==> src/rtl/rainbow_pwm.sv <==
// rainbow_pwm: RGB colour-wheel driver for a three-channel LED.
// Sweeps a 6-segment hue wheel at a programmable rate and renders each
// channel with per-channel PWM. The modes are rainbow, hold, static colour
// and off, and a global brightness scale applies to every channel.
//
// Ports:
//   clk        system clock
//   rst_n      asynchronous active-low reset
//   mode       0 rainbow, 1 hold, 2 static, 3 off
//   color_in   static colour {R,G,B}, R in the MSBs (mode 2)
//   brightness global scale, all-ones = unity
//   led        registered pin levels {R,G,B}
//   hue_wrap   one-cycle pulse after the hue wraps seg5/MAX -> seg0/0
module rainbow_pwm #(
    parameter int unsigned PWM_BITS   = 8,
    parameter int unsigned STEP_DIV   = 12000,
    parameter bit          ACTIVE_LOW = 1'b1
) (
    input  logic                  clk,
    input  logic                  rst_n,
    input  logic [1:0]            mode,
    input  logic [3*PWM_BITS-1:0] color_in,
    input  logic [PWM_BITS-1:0]   brightness,
    output logic [2:0]            led,
    output logic                  hue_wrap
);

    localparam int unsigned         PRE_W    = (STEP_DIV > 1) ? $clog2(STEP_DIV) : 1;
    localparam logic [PRE_W-1:0]    PRE_LAST = PRE_W'(STEP_DIV - 1);
    localparam logic [PWM_BITS-1:0] MAX      = '1;
    localparam int unsigned         PROD_W   = 2 * PWM_BITS + 1;

    typedef enum logic [1:0] {
        MODE_RAINBOW = 2'd0,
        MODE_HOLD    = 2'd1,
        MODE_STATIC  = 2'd2,
        MODE_OFF     = 2'd3
    } mode_e;

    mode_e                w_mode;
    logic                 w_step;
    logic [PRE_W-1:0]     r_pre;
    logic [2:0]           r_seg;
    logic [PWM_BITS-1:0]  r_pos;
    logic                 r_hue_wrap;
    logic [PWM_BITS-1:0]  r_pc;
    logic [PWM_BITS-1:0]  r_duty_r, r_duty_g, r_duty_b;
    logic [2:0]           r_led;
    logic [PWM_BITS-1:0]  w_wheel_r, w_wheel_g, w_wheel_b;
    logic [PWM_BITS-1:0]  w_src_r, w_src_g, w_src_b;
    logic [PWM_BITS-1:0]  w_scl_r, w_scl_g, w_scl_b;
    logic [2:0]           w_lit;

    assign w_mode = mode_e'(mode);
    assign w_step = (w_mode == MODE_RAINBOW) && (r_pre == PRE_LAST);

    // Product is formed at full width so brightness = MAX returns src exactly.
    function automatic logic [PWM_BITS-1:0] scale(input logic [PWM_BITS-1:0] s,
                                                  input logic [PWM_BITS-1:0] b);
        logic [PROD_W-1:0] p;
        p = PROD_W'(s) * (PROD_W'(b) + PROD_W'(1));
        return PWM_BITS'(p >> PWM_BITS);
    endfunction

    // Prescaler runs only while sweeping; any other mode parks it at 0.
    always_ff @(posedge clk or negedge rst_n) begin
        if (!rst_n) begin
            r_pre <= '0;
        end else if (w_mode != MODE_RAINBOW || w_step) begin
            r_pre <= '0;
        end else begin
            r_pre <= r_pre + PRE_W'(1);
        end
    end

    // Hue position; seg 6/7 are recovered to 0 on the next step.
    always_ff @(posedge clk or negedge rst_n) begin
        if (!rst_n) begin
            r_seg      <= '0;
            r_pos      <= '0;
            r_hue_wrap <= 1'b0;
        end else begin
            r_hue_wrap <= w_step && (r_seg == 3'd5) && (r_pos == MAX);
            if (w_step) begin
                if (r_pos == MAX) begin
                    r_pos <= '0;
                    r_seg <= (r_seg >= 3'd5) ? 3'd0 : r_seg + 3'd1;
                end else begin
                    r_pos <= r_pos + PWM_BITS'(1);
                    if (r_seg > 3'd5) begin
                        r_seg <= '0;
                    end
                end
            end
        end
    end

    always_comb begin
        w_wheel_r = '0;
        w_wheel_g = '0;
        w_wheel_b = '0;
        case (r_seg)
            3'd0: begin w_wheel_r = MAX;         w_wheel_g = r_pos;       w_wheel_b = '0;          end
            3'd1: begin w_wheel_r = MAX - r_pos; w_wheel_g = MAX;         w_wheel_b = '0;          end
            3'd2: begin w_wheel_r = '0;          w_wheel_g = MAX;         w_wheel_b = r_pos;       end
            3'd3: begin w_wheel_r = '0;          w_wheel_g = MAX - r_pos; w_wheel_b = MAX;         end
            3'd4: begin w_wheel_r = r_pos;       w_wheel_g = '0;          w_wheel_b = MAX;         end
            3'd5: begin w_wheel_r = MAX;         w_wheel_g = '0;          w_wheel_b = MAX - r_pos; end
            default: begin
                w_wheel_r = '0;
                w_wheel_g = '0;
                w_wheel_b = '0;
            end
        endcase
    end

    always_comb begin
        if (w_mode == MODE_STATIC) begin
            w_src_r = color_in[3*PWM_BITS-1:2*PWM_BITS];
            w_src_g = color_in[2*PWM_BITS-1:PWM_BITS];
            w_src_b = color_in[PWM_BITS-1:0];
        end else begin
            w_src_r = w_wheel_r;
            w_src_g = w_wheel_g;
            w_src_b = w_wheel_b;
        end
        w_scl_r = scale(w_src_r, brightness);
        w_scl_g = scale(w_src_g, brightness);
        w_scl_b = scale(w_src_b, brightness);
    end

    // Duty only reloads at the last count so each period uses one value.
    always_ff @(posedge clk or negedge rst_n) begin
        if (!rst_n) begin
            r_pc     <= '0;
            r_duty_r <= '0;
            r_duty_g <= '0;
            r_duty_b <= '0;
        end else begin
            r_pc <= r_pc + PWM_BITS'(1);
            if (r_pc == MAX) begin
                r_duty_r <= w_scl_r;
                r_duty_g <= w_scl_g;
                r_duty_b <= w_scl_b;
            end
        end
    end

    assign w_lit = {r_pc < r_duty_r, r_pc < r_duty_g, r_pc < r_duty_b};

    always_ff @(posedge clk or negedge rst_n) begin
        if (!rst_n) begin
            r_led <= {3{ACTIVE_LOW}};
        end else if (w_mode == MODE_OFF) begin
            r_led <= {3{ACTIVE_LOW}};
        end else begin
            r_led <= w_lit ^ {3{ACTIVE_LOW}};
        end
    end

    assign led      = r_led;
    assign hue_wrap = r_hue_wrap;

endmodule

==> config.mk <==
export PLATFORM = sky130hd
export DESIGN_NAME = rainbow_pwm
export DESIGN_NICKNAME = d
export VERILOG_FILES = /design/src/rtl/rainbow_pwm.sv
export SDC_FILE = /design/constraint.sdc
export NUM_CORES = 1
export LEC_CHECK = 0
export CAP_MARGIN = 20
export CORE_MARGIN = 2
export CORE_UTILIZATION = 40
export DETAILED_ROUTE_END_ITERATION = 12
export SYNTH_ARGS = -nofsm -noshare
export SYNTH_HDL_FRONTEND = slang
export SYNTH_SLANG_ARGS = --single-unit
export TNS_END_PERCENT = 10
==> constraint.sdc <==
create_clock -name clk -period 7.7 [get_ports clk]
set_clock_uncertainty 0.05 [all_clocks]
set_input_delay 0.77 -clock clk [delete_from_list [all_inputs] [get_ports clk]]
set_output_delay 0.77 -clock clk [all_outputs]
set_load 0.005 [all_outputs]
## Word level (Yosys, flattened, before mapping)

Cells that the tools add are included.

| storage, ports and cells | value |
|---|---|
| output and inout bits | 4 |
| flip-flop bits (word level) | 61 |
| logic and storage cells | 58 |
| input port bits | 36 |

| cells by class | value |
|---|---|
| equal/unequal tests | 10 |
| reductions and logical operators | 12 |
| $mul | 3 |
| add/subtract/negate cells | 6 |
| order comparisons | 5 |
| mux-type cells | 12 |
| bitwise logic cells | 1 |

Operators with widths:

| operator | count |
|---|---|
| 8-bit one-hot mux with 3 select lines | 3 |
| 8-bit by 17-bit multiplier with 16-bit output | 2 |
| 8-bit 2-to-1 mux | 4 |
| 8-bit < comparator | 3 |
| 8-bit by 1-bit adder with 8-bit output (second input constant) | 2 |
| 8-bit == test (second input constant) | 2 |
| 8-bit by 9-bit multiplier with 16-bit output | 1 |
| 14-bit by 1-bit adder with 14-bit output (second input constant) | 1 |
| 14-bit == test (second input constant) | 1 |
| 14-bit 2-to-1 mux | 1 |
| 3-bit 2-to-1 mux | 4 |
| 8-bit by 1-bit adder with 9-bit output (second input constant) | 1 |
| 8-bit subtractor (first input constant) | 1 |
| 3-bit by 2-bit == test with 1-bit output (second input constant) | 2 |
| 3-bit == test (second input constant) | 2 |
| 2-bit OR reduction | 3 |
| 2-bit == test (second input constant) | 2 |
| 2-bit nonzero test | 2 |
| 3-bit by 1-bit adder with 3-bit output (second input constant) | 1 |
| 3-bit by 1-bit == test with 1-bit output (second input constant) | 1 |
| 3-bit greater-or-equal comparator (second input constant) | 1 |
| 3-bit greater-than comparator (second input constant) | 1 |
| 1-bit logical AND | 3 |
| 3-bit zero test | 1 |
| other kinds (4) | 4 |

## Logic depth before layout (Yosys ltp)

Gate-level depths: netlist (run 1).

| depth | value |
|---|---|
| word-level depth | 5 |
| mapped depth | 25 |
| gate-level depth less buffers | 24 |

## Worst setup path after synthesis (run 1)

Ideal clock, no wire load.

| timing | value |
|---|---|
| path kind | in2reg |
| start point | in mode[0] |
| end point | reg r_duty_r[7] |
| data arrival time | 5.629 ns |
| setup time | 0.130 ns |
| path buffers | 2 |
| slack | 1.890 ns |
| data required time | 7.520 ns |
| stages on the path | 22 |
| cell sequence | buf_6 -> and2b_4 -> buf_2 -> a221oi_1 -> a21oi_1 -> nor2_1 -> fa_1 -> inv_1 -> fa_1 -> inv_1 -> fa_1 -> inv_1 -> fa_1 -> inv_1 -> ha_1 -> o21a_1 -> o21ai_0 -> nor3_1 -> a2111oi_4 -> a21oi_2 -> xnor2_1 -> o21ai_1 |

| on the way | value |
|---|---|
| longest elaborated chain between the ends | 3 |

Ends and longest elaborated chain:

| element | RTL line | text |
|---|---|---|
| start, declared | 21 | `input logic [1:0] mode,` |
| 2-bit == test | 118 | `if (w_mode == MODE_STATIC) begin` |
| 8-bit 2-to-1 mux | 118 |  |
| 8-bit by 17-bit multiplier with 16-bit output | 61 | `p = PROD_W'(s) * (PROD_W'(b) + PROD_W'(1));` |
| end signal, assigned | 142 | `r_duty_r <= w_scl_r;` |
| end, declared | 47 | `logic [PWM_BITS-1:0] r_duty_r, r_duty_g, r_duty_b;` |

Every way passes these cells.
A chain may end at the register's enable or synchronous reset.

## Worst setup path in the final report (run 1)

| timing | value |
|---|---|
| start point | in mode[0] |
| end point | reg r_duty_b[6] |

| on the way | value |
|---|---|
| longest elaborated chain between the ends | 3 |

Ends and longest elaborated chain:

| element | RTL line | text |
|---|---|---|
| 2-bit == test | 118 |  |
| 8-bit 2-to-1 mux | 118 |  |
| 8-bit by 9-bit multiplier with 16-bit output | 61 |  |
| end signal, assigned | 144 | `r_duty_b <= w_scl_b;` |
| end, declared | 47 |  |

Every way passes these cells.

==> run summary, run 1 <==
Hold is met by approximately 410 ps. At the pin with the least slew margin, the transition time is 905.6 ps. The detail route stage leaves a number of antenna-violating nets equal to 0. The number of antenna diodes in the final layout is 0. The area of the core is 24,460 um^2. The final hold violation count came out at 0.

After layout, the worst setup slack is 1258 ps. The placer's final routability congestion estimate came out at around 0.86. The critical register-to-register path endpoint is r_duty_r[7]. The number of distinct library cells after synthesis is 74. For this run, the leading register cell type out of synthesis is dfrtp_1. The number of warnings printed during yosys synthesis is 0. The final setup TNS came out at 0 ps. The net count of the finished layout is 1,488.

Based on the critical path, the design can be clocked at up to 155.2 MHz. TritonCTS built the clock tree. The share of async-settable or async-resettable flops after synthesis is 1.000.

Setup violations remaining at the end of the flow were counted as 0. The proportion of synthesized chip area in sequential cells came out at 0.1526. The nature of the critical path startpoint is an input pin.

In this run the number of H-tree levels came out at 3. The biggest area contributor in the post-synthesis netlist is fa_1. The number of clock sinks seen by CTS came out at 61. The maximum fanout encountered on the critical timing path is 9. On the critical path, the stage with the largest delay is an instance of o22ai_1.

The buffer and inverter count on the worst path came out at 3. The required time at the endpoint of the critical path came out at roughly 8000 ps. The total CTS buffers came out at 9. Setup repair after global routing left no endpoint under its margin. The effective utilization at floorplan came out at 0.4098. The aggregate routed wire length is 24.28 mm. In the layout the commonest cells are nor2_1 (211), inv_1 (171), ha_1 (126), fa_1 (120), nand2_1 (60).

The iteration-0 DRC count of the detailed router came out at ~570. The clock tree root driver cell is clkbuf_16. The register bit count reported by yosys is between 60 and 70.

The number of synthesized flops with an enable pin is 0. The mean area per synthesized cell came out at 8.517 um^2. The maximum number of pins on one net before global-route repair is 62. The number of nets handed over by synthesis was about 1,500. The number of antenna violations at the first check in global routing is 1. The largest incremental delay on the critical path came out at 700 ps.

The clock-pin transition on the worst setup and hold timing paths is 60 ps. The data arrival time of the worst path came out at 6590 ps. The critical path goes through clkdlybuf4s50_1, nand2b_1, nand2_2, o22ai_1, nor2_1, fa_1, fa_1, fa_1, inv_1, fa_1, inv_1, ha_1, a21o_1, a21o_1, a21o_1, a21o_1, a31oi_2, xor2_1, o21ai_1. The via density per instance came out at 5.220. The worst register-to-register path has a setup slack of between 1000 and 1500 ps. The final HPWL from detailed placement came out at 19.36 mm.

The number of buffers inserted by post-CTS setup repair came out at 0. The area share of the largest cell type after synthesis is 0.2396. The area enclosed by the die boundary is between 20,000 and 30,000 um^2.

The number of input and output port buffers inserted came out at 39. The cell leakage power came out at roughly 5.9 nW. Grouping stages by cell kind, the critical path spends the most delay in adder cells. The ratio of final minimum period to clock period is 0.8366. The floorplan die width is ~160 um. The count of pins over their slew limit is 0. The path type of the worst setup path is in2reg. In this run the critical register-to-register path is launched from r_seg[0]. The routed wirelength normalized by instance count came out at 15.81 um.

The synthesized netlist cell count is 1,177. The logic depth of the worst register-to-register path is 22. The fraction of the core area covered by cells at the end of the flow came out at 0.4561.

Tracing the worst setup path back leads to its startpoint at mode[0]. The power density over cell area is 169.2 nW/um^2. The number of buffers inserted for hold repair after clock tree synthesis came out at 0. The time the final worst path needs with I/O delays and setup came out at 6442 ps.

In the global route stage, overall resource usage came out at 0.1958. In this run the cell area of the synthesized design comes to 10,020 um^2. The path class of the tightest hold or removal check is reg2reg. The area growth from synthesis to final layout came out at 11.31%.

From bottom edge to top edge, the die measures between 150 and 200 um. The via count came out at 8,013. The worst slack at placement came out at 941.7 ps. The later-pin clock latency in the skew report came out at 350 ps.

Max-cap violations in this run came to 0. Yosys attributes the largest share of cell area to fa_1 (24%), ha_1 (16%), dfrtp_1 (14%). The library cell used most frequently in the layout, excluding fill and tap cells, is nor2_1. For this design the top-level I/O count stands at 40.

IR analysis of the VDD net gives a maximum drop of ~210 uV. The via count of the first global-routing pass came out at 7,963. The longest clock path from root to sink contains 2 buffers. Measured against its own limit, the worst slew margin works out to 0.3933. The worst setup path is captured at a register.

The placement row count came out at 57. The most critical setup path has its endpoint at r_duty_b[6]. The iteration count of the initial detailed-routing pass is 5. Of the cells placed in the final design, the portion with a size suffix greater than 1 is 0.09827.

Once the clock tree was built, the resizer swapped 0 gates to a different size. The total number of cells along the worst setup path is 19. The wire length of the first global-routing pass came out at 40.91 mm. The flow ran to the end, and the final reports show no timing, DRC or antenna violations.

After detailed routing, the number of remaining DRC violations is 0. The total global routing overflow is 0.
==> worst min-delay path by stage <==
stage	to	startpoint	slack, ps	cells past startpoint
after floorplan	r_pre[0]	r_pre[0]	370	1
after global placement	r_pre[0]	r_pre[0]	390	1
after detailed placement	r_pre[0]	r_pre[0]	400	1
after CTS	r_pre[0]	r_pre[0]	410	1
after global routing	r_pre[0]	r_pre[0]	430	1
final	r_pre[0]	r_pre[0]	410	1
==> registers in the layout, summed over array words and instances (netlist names) <==
signal	cells
led	3
r_seg	3
r_duty_b	8
hue_wrap	1
r_duty_r	8
r_pre	14
r_pc	8
r_pos	8
r_duty_g	8
==> power breakdown <==
group | total (mW) | switching, mW | internal, mW
Sequential | 0.332 | 0.00484 | 0.327
Clock | 0.419 | 0.164 | 0.255
Combinational | 1.14 | 0.666 | 0.472
==> stage by stage <==
stage / power (mW) / area (um^2) / instances
5_1_grt: 2.105 / 11160 / 1535
6_report: 1.888 / 11160 / 1535
3_5_place_dp: 1.479 / 10850 / 1519
4_1_cts: 1.914 / 11160 / 1535
2_1_floorplan: 1.194 / 10020 / 1177
3_3_place_gp: 1.463 / 10850 / 1519
==> per-layer routing <==
| metal | share of wire | track usage | wire length, um | up-vias |
|---|---|---|---|---|
| li1 | - | - | - | 3882 |
| met1 | 0.46 | 0.2765 | 11180 | 3879 |
| met2 | 0.45 | 0.3110 | 11010 | 217 |
| met3 | 0.065 | 0.03447 | 1576 | 33 |
| met4 | 0.020 | 0.05189 | 497 | 2 |
| met5 | 0.00054 | 0 | 13 | - |
==> cells in the mapped netlist (2+ instances only) <==
cell / instances
a211oi_1: 3
a21o_1: 26
a21oi_1: 45
a21oi_2: 5
a221oi_1: 8
a22oi_1: 2
a31oi_1: 2
and2_1: 4
and3_1: 15
buf_2: 9
buf_4: 2
buf_6: 2
clkbuf_1: 34
dfrtp_1: 58
dfstp_2: 3
fa_1: 120
ha_1: 126
inv_1: 171
mux2i_1: 4
nand2_1: 60
nand2b_1: 10
nand3_1: 26
nand4_1: 5
nor2_1: 211
nor3_1: 11
nor4_1: 4
nor4b_1: 2
o211ai_1: 3
o211ai_2: 2
o21a_1: 2
o21ai_0: 36
o21ai_1: 9
o21bai_1: 3
o22ai_1: 15
o2bb2ai_1: 2
o31ai_1: 5
or2_2: 41
or3_1: 2
xnor2_1: 31
xor2_1: 24
==> layout make-up <==
type,count,area [um^2]
Clock buffer,9,225.2
Multi-Input combinational cell,896,7679
Inverter,171,641.9
Sequential cell,61,1530
Clock inverter,7,81.33
Fill cell,2355,13300
Timing Repair Buffer,67,595.6
Tap cell,324,405.4
==> cells by family (layout without fill, tap and decap cells) <==
group	after synthesis	count (layout)	synth area share
simple gates	403	403	0.1834
fa+ha+maj	246	246	0.3969
buf+inv	220	254	0.08587
compound gates	188	188	0.1292
flops	61	61	0.1526
xor+xnor	55	55	0.04805
mux	4	4	0.003994
No activity file was read; power rests on OpenSTA's default activity.
==> inputs of run 2 (changes only) <==
==> constraint.sdc (replaced) <==
create_clock -name clk -period 6 [get_ports clk]
set_clock_uncertainty 0.05 [all_clocks]
set_input_delay 0.6 -clock clk [delete_from_list [all_inputs] [get_ports clk]]
set_output_delay 0.6 -clock clk [all_outputs]
set_load 0.005 [all_outputs]
==> run 2 against run 1 <==
Compared with the run above:
- die area is the same
- largest cell class unchanged
- global-route usage grew 0.60 points
- sequential power grew 27%
- design area grew 4.7%
- critical path depth grew 3
- flip-flop and latch count is the same
==> run summary, run 2 (synthesis gave the netlist of run 1 again) <==
Run status: complete, no violations (unchanged). The total CTS buffers is 9 (unchanged). The register with the highest flop count is r_pre (unchanged). The largest incremental delay on the critical path is 560 ps (was 700 ps). The power density over cell area is 218.1 nW/um^2 (was 169.2 nW/um^2). The data arrival time of the worst path is 5960 ps (was 6590 ps). The buffer and inverter count on the worst path came out at 7 (was 3).

The placer's final routability congestion estimate is 0.8988 (was 0.8610). The net count of the finished layout was 1,550 (was 1,488). The leading cell type in the layout, fill and taps excluded is nor2_1 (unchanged).

The final antenna-violating net count is 0 (unchanged). The layout filler cell count is 2,308 (was 2,355). The area enclosed by the die boundary is 26,340 um^2 (unchanged).

RSZ-0062 raised after global routing: false (unchanged). The number of ports placed on the die boundary came to 40 (unchanged). The die span in y is 162.3 um (unchanged).

The number of H-tree levels is 3 (unchanged). Leading cell types in the layout, fill and taps excluded: nor2_1 (208), inv_1 (171), ha_1 (124), fa_1 (120), buf_4 (86) (was nor2_1 (211), inv_1 (171), ha_1 (126), fa_1 (120), nand2_1 (60)). The path type of the worst setup path is in2reg (unchanged). The share of post-route cells with drive strength above 1 is 0.1469 (was 0.09827).

The class of the tightest hold or removal check is in2async (was reg2reg). The total global routing overflow came out at 0 (unchanged). The routed wirelength normalized by instance count came out at 15.45 um (was 15.81 um). The area of the core is 24,460 um^2 (unchanged). The deepest clock path buffer count is 2 (unchanged). The final hold violation count came to 0 (unchanged). The aggregate routed wire length is 24.68 mm (was 24.28 mm). The worst path needs 5769 ps of the cycle, external delays included. In the finished design, the share of the clock period the worst path needs comes to 0.9615. The number of buffers inserted for hold repair after clock tree synthesis came out at 0 (unchanged). The number of clock sinks seen by CTS is 61 (unchanged).

The wire length of the first global-routing pass came out at 42.87 mm (was 40.91 mm). The cell leakage power came to 6.182 nW (was 5.859 nW). The max-capacitance violation count is 0 (unchanged).

The clock tree root driver cell was clkbuf_16 (unchanged). The worst slew margin relative to its limit is 0.6080 (was 0.3933). The via density per instance is 5.094 (was 5.220). The later-pin clock latency in the skew report came out at 340 ps (was 350 ps).

The via count of the first global-routing pass came out at 8,462 (was 7,963). The worst-case setup margin in the final layout came out at 231.1 ps (was 1258 ps). The final HPWL from detailed placement came to 20.14 mm (was 19.36 mm). The residual DRC count came out at 0 (unchanged). The flip-flop count of the largest register, all copies and words added came out at 14 (unchanged).

The area growth from synthesis to final layout is 16.59% (was 11.31%). The count of pins over their slew limit came to 0 (unchanged). The TritonCTS clock tree is yes (unchanged). The maximum ir drop on the vdd rail is 190.0 uV (was 209.6 uV). The overall fraction of global-route tracks in use is 0.2018 (was 0.1958). The placement row count is 57 (unchanged).

The worst slack at placement came out at -143.6 ps (was 941.7 ps). The clock-pin transition on the worst setup and hold timing paths is 60 ps (about the same). The number of antenna violations at the first check in global routing came to 0 (was 1).

The kind of cell adding the most delay to the critical path is adder cells (unchanged). The kind of end point of the critical path was a register (unchanged). The total inserted antenna cells is 0 (unchanged). The master of the slowest instance on the critical path is fa_1 (was o22ai_1). The final setup violation count was 0 (unchanged).

The effective utilization at floorplan is 0.4098 (unchanged). The cell repeated most along the worst path is fa_1. The total number of cells along the worst setup path is 22 (was 19). The actual slew at the worst max-slew pin is 585.1 ps (was 905.6 ps). The number of buffers inserted by post-CTS setup repair came to 0 (unchanged).

The achievable frequency is 173.3 MHz. Critical-path cell list: clkdlybuf4s50_1, buf_4, nand2b_1, buf_12, o21ai_4, o22ai_1, buf_4, nor2_1, fa_1, inv_1, fa_1, inv_1, fa_1, fa_1, ha_1, a21o_1, a221oi_2, buf_4, a21oi_2, o31ai_1, a21oi_1, o31ai_1 (was clkdlybuf4s50_1, nand2b_1, nand2_2, o22ai_1, nor2_1, fa_1, fa_1, fa_1, inv_1, fa_1, inv_1, ha_1, a21o_1, a21o_1, a21o_1, a21o_1, a31oi_2, xor2_1, o21ai_1). The overall power after layout came out at 2.550 mW (was 1.888 mW).

The maximum number of pins on one net before global-route repair came out at 48 (was 62). The iteration count of the initial detailed-routing pass came out at 5 (unchanged). The required time at the endpoint of the critical path came out at 6190 ps (was 7850 ps). The post-cts repair resize count came to 0 (unchanged). The maximum fanout encountered on the critical timing path came out at 23 (was 9).

The number of input and output port buffers inserted came out at 39 (unchanged). The via count came out at 8,135 (was 8,013). The floorplan die width is 162.3 um (unchanged). The iteration-0 DRC count of the detailed router came to 607 (was 566). The logic depth of the worst register-to-register path came to 20 (was 22).

The nature of the critical path startpoint was an input pin (unchanged).
-- run 2: worst paths after layout --
check	startpoint	slack [ps]	to
worst max-delay path	mode[0]	230	r_duty_g[7]
worst min-delay path	rst_n	150	r_pre[10]
worst max register to register	r_seg[2]	270	r_duty_g[7]
worst min register to register	r_pre[0]	410	r_pre[0]
max in group asynchronous	rst_n	4800	r_duty_g[6]
min in group clk	r_pre[0]	410	r_pre[0]
-- run 2: area by class of cell --
type                       instances  area [um^2]  area share
multi-input combinational        896         7707      0.6595
sequential                        61         1530      0.1309
timing repair buffer             129         1102     0.09432
inverter                         171        641.9     0.05492
tap                              324        405.4     0.03469
clock buffer                       9        225.2     0.01927
clock inverter                     7        75.07    0.006423
-- run 2: layer usage --
layer / wire length [um] / share of wire / up-vias / GRT usage
met4: 516 / 0.021 / 0 / 0.04827
met3: 1118 / 0.045 / 31 / 0.03422
li1: - / - / 4007 / -
met2: 11320 / 0.46 / 167 / 0.3306
met1: 11720 / 0.48 / 3930 / 0.2795
met5: 0 / 0 / - / 0
-- run 2: power by group --
part / total [mW] / internal [mW] / switching [mW] / leakage (nW)
combinational: 1.60 / 0.725 / 0.875 / 5.33
sequential: 0.423 / 0.419 / 0.00388 / 0.704
clock: 0.526 / 0.323 / 0.203 / 0.150
total: 2.55 / 1.47 / 1.08 / 6.18
-- run 2: worst reg2reg max path, cell delays in order, from the launching register on --
cell      delay (ps)
dfrtp_1          460
inv_1            350
ha_2             380
nor2_1            60
a21oi_1          130
o22ai_1           90
buf_4            150
or2_2            280
fa_1             480
fa_1             490
inv_1             50
fa_1             470
fa_1             490
ha_1             330
a21o_1           190
a221oi_2         260
buf_4            180
a21oi_2           80
o31ai_1          280
a21oi_1          120
o31ai_1          250
-- run 2: stage by stage --
stage                     std cells  instance area [um^2]  TNS (ps)  hold slack [ps]  utilization
after global placement         1581                 11350    -128.0            393.3       0.4642
after floorplan                1177                 10020         0            254.4            -
after detailed placement       1581                 11350    -596.3            401.8       0.4642
final                          1597                 11690         0            150.8       0.4778
after CTS                      1597                 11650         0            148.1       0.4764
after global routing           1597                 11690         0            174.1       0.4778
==> inputs of run 3 (changes only) <==
--- a/config.mk
+++ b/config.mk
@@ -9,6 +9,7 @@
 export CORE_MARGIN = 2
 export CORE_UTILIZATION = 40
 export DETAILED_ROUTE_END_ITERATION = 12
+export GPL_TIMING_DRIVEN = 0
 export SYNTH_ARGS = -nofsm -noshare
 export SYNTH_HDL_FRONTEND = slang
 export SYNTH_SLANG_ARGS = --single-unit
==> run 3 against run 2 <==
Compared with the run above:
- sequential power is essentially flat
- design area rose by 2.7%
- via count grew 2.3%
- combinational power grew 3%
- first-iteration DRC count grew 14%
- critical path type is now reg2reg
==> run summary, run 3 (synthesis gave the netlist of run 1 again) <==
The final setup violation count came out at 0 (unchanged). The total inserted antenna cells is 0 (unchanged). The class of the tightest hold or removal check is in2async (unchanged). The wire length of the first global-routing pass is 44.10 mm (was 42.87 mm). The effective utilization at floorplan is 0.4098 (unchanged).

The number of standard cells in the final layout excluding fillers came out at 1,586 (was 1,597). The achievable frequency came out at 173.0 MHz (was 173.3 MHz). The nature of the critical path startpoint is a register (was input pin). The data arrival time of the worst path came out at 5940 ps (was 5960 ps). RSZ-0062 raised after global routing: true (was false). The die span in y came out at 162.3 um (unchanged). The instance count after placement with tap cells included came out at 1,538 (was 1,581). The area growth from synthesis to final layout came out at 19.68% (was 16.59%). The net count of the finished layout is 1,539 (was 1,550). The later-pin clock latency in the skew report came out at 340 ps (about the same). The maximum number of pins on one net before global-route repair is 62 (was 48).

The iteration count of the initial detailed-routing pass is 5 (unchanged). The total global routing overflow came out at 0 (unchanged). The maximum ir drop on the vdd rail was 222.9 uV (was 190.0 uV). The kind of end point of the critical path was a register (unchanged). The share of post-route cells with drive strength above 1 was 0.1696 (was 0.1469). Run status: complete, no violations (unchanged).

The total CTS buffers was 9 (unchanged). The relative contribution of combinational cells to total power was 0.644 (was 0.628). The residual DRC count was 0 (unchanged). The register with the highest flop count is r_pre (unchanged).

The final setup TNS was 0 ps (unchanged). The power density over cell area came out at 213.1 nW/um^2 (was 218.1 nW/um^2). The deepest clock path buffer count is 2 (unchanged). The ratio of final minimum period to clock period was 0.9635 (was 0.9615). The slack of the worst reg-to-reg path is 220 ps (was 270 ps). The flip-flop count of the largest register, all copies and words added came to 14 (unchanged). The final HPWL from detailed placement is 20.87 mm (was 20.14 mm).

The max-capacitance violation count is 0 (unchanged). The clock share of power was 0.190 (was 0.206). The clock tree root driver cell is clkbuf_16 (unchanged).

The area of the core came to 24,460 um^2 (unchanged). The number of clock sinks seen by CTS was 61 (unchanged). Leading cell types in the layout, fill and taps excluded: nor2_1 (203), inv_1 (170), fa_1 (120), ha_1 (120), nand2_1 (59) (was nor2_1 (208), inv_1 (171), ha_1 (124), fa_1 (120), buf_4 (86)). The actual slew at the worst max-slew pin is 862.9 ps (was 585.1 ps). The fraction of the core area covered by cells at the end of the flow came out at 0.4905 (was 0.4778). The via count of the first global-routing pass is 8,325 (was 8,462). The area enclosed by the die boundary is 26,340 um^2 (unchanged). The number of H-tree levels came out at 3 (unchanged). The path type of the worst setup path is reg2reg (was in2reg).

The final antenna-violating net count came to 0 (unchanged). The via density per instance came to 5.248 (was 5.094). The number of antenna violations at the first check in global routing is 0 (unchanged). The overall fraction of global-route tracks in use came out at 0.2128 (was 0.2018). The TritonCTS clock tree is yes (unchanged).

The worst slew margin relative to its limit is 0.4248 (was 0.6080). The time the final worst path needs with I/O delays and setup is 5781 ps (was 5769 ps). The internal power consumption is 1.396 mW (was 1.468 mW). The count of pins over their slew limit is 0 (unchanged). The floorplan die width came out at 162.3 um (unchanged). The number of input and output port buffers inserted is 37 (was 39). The number of ports placed on the die boundary was 40 (unchanged). The cell leakage power is 6.104 nW (was 6.182 nW).

The relative contribution of sequential cells to total power is 0.166 (about the same). The fraction of power spent switching nets came out at 0.4539 (was 0.4244). The required time at the endpoint of the critical path is 6160 ps (was 6190 ps). The routed wirelength normalized by instance count is 17.33 um (was 15.45 um).

The aggregate routed wire length is 27.49 mm (was 24.68 mm). The final hold violation count was 0 (unchanged). The placer's final routability congestion estimate came out at 0.8840 (was 0.8988). The maximum fanout encountered on the critical timing path came out at 10 (was 23). The placement row count came to 57 (unchanged). The clock-pin transition on the worst setup and hold timing paths is 60 ps (about the same).

The switching power summed over all nets was 1.160 mW (was 1.082 mW). The leading cell type in the layout, fill and taps excluded is nor2_1 (unchanged). The via count is 8,323 (was 8,135). The iteration-0 DRC count of the detailed router is 689 (was 607).
[run 3: final cells by class]
cell class / count / area [um^2]
Multi-Input combinational cell: 898 / 8197
Sequential cell: 61 / 1531
Buffer: 47 / 319.1
Clock inverter: 6 / 38.79
Timing Repair Buffer: 69 / 621.8
Tap cell: 324 / 405.4
Fill cell: 2320 / 12460
Inverter: 171 / 645.6
Clock buffer: 10 / 239.0
[run 3: what timing repair did]
item                       4_1_cts  5_1_grt
gates resized for setup         57      106
setup endpoints to repair       24       20
buffers inserted                 6       26
gates cloned                     0        2
hold buffers                     0        0
pin swaps                        3       20
[run 3: worst max-delay path, stage by stage (launching register included)]
cell and delay (ps):
dfrtp_1 410, buf_6 160, inv_1 130, buf_6 160, ha_4 210, nor2_1 60, a21oi_1 270, o22ai_4 200
buf_4 190, or2_2 280, fa_1 380, inv_1 100, fa_1 400, ha_1 330, fa_1 430, ha_1 330
a21o_1 160, a21o_1 210, a221oi_4 470, nand3_2 130, a31oi_2 230, xor2_1 230, o21ai_0 100
[run 3: final timing paths]
path                       startpoint           to  cells past startpoint
max                          r_seg[2]  r_duty_g[4]                     22
min                             rst_n    r_pre[11]                      1
max reg2reg                  r_seg[2]  r_duty_g[4]                     22
min reg2reg                  r_pre[0]     r_pre[0]                      1
max in group asynchronous       rst_n     r_seg[0]                      1
min in group clk             r_pre[0]     r_pre[0]                      1
[run 3: routing by layer]
layer	routed length [um]	vias up	share of wire	track usage
met5	0	-	0	0
met4	396	0	0.014	0.04465
met3	1812	29	0.066	0.05133
met2	12720	192	0.46	0.3431
met1	12560	4109	0.46	0.2923
li1	-	3993	-	-
[run 3: power by group through the flow]
stage / clock [mW] / sequential (mW) / combinational [mW]
global placement: 0 / 0.431 / 1.47
detailed placement: 0 / 0.431 / 1.49
finish: 0.487 / 0.424 / 1.65
global route: 0.516 / 0.424 / 1.87
floorplan: 0 / 0.430 / 1.10
CTS: 0.500 / 0.424 / 1.52
[run 3: through the flow]
stage               area, um^2  power [mW]  hold slack [ps]  setup slack [ps]
floorplan                10020       1.532            254.4             360.5
global placement         10800       1.904            386.4             -1335
detailed placement       10800       1.916            395.7             -1341
CTS                      11390       2.447            327.0            -47.70
global route             12000       2.814            364.4            -90.22
finish                   12000       2.557            287.3             219.0
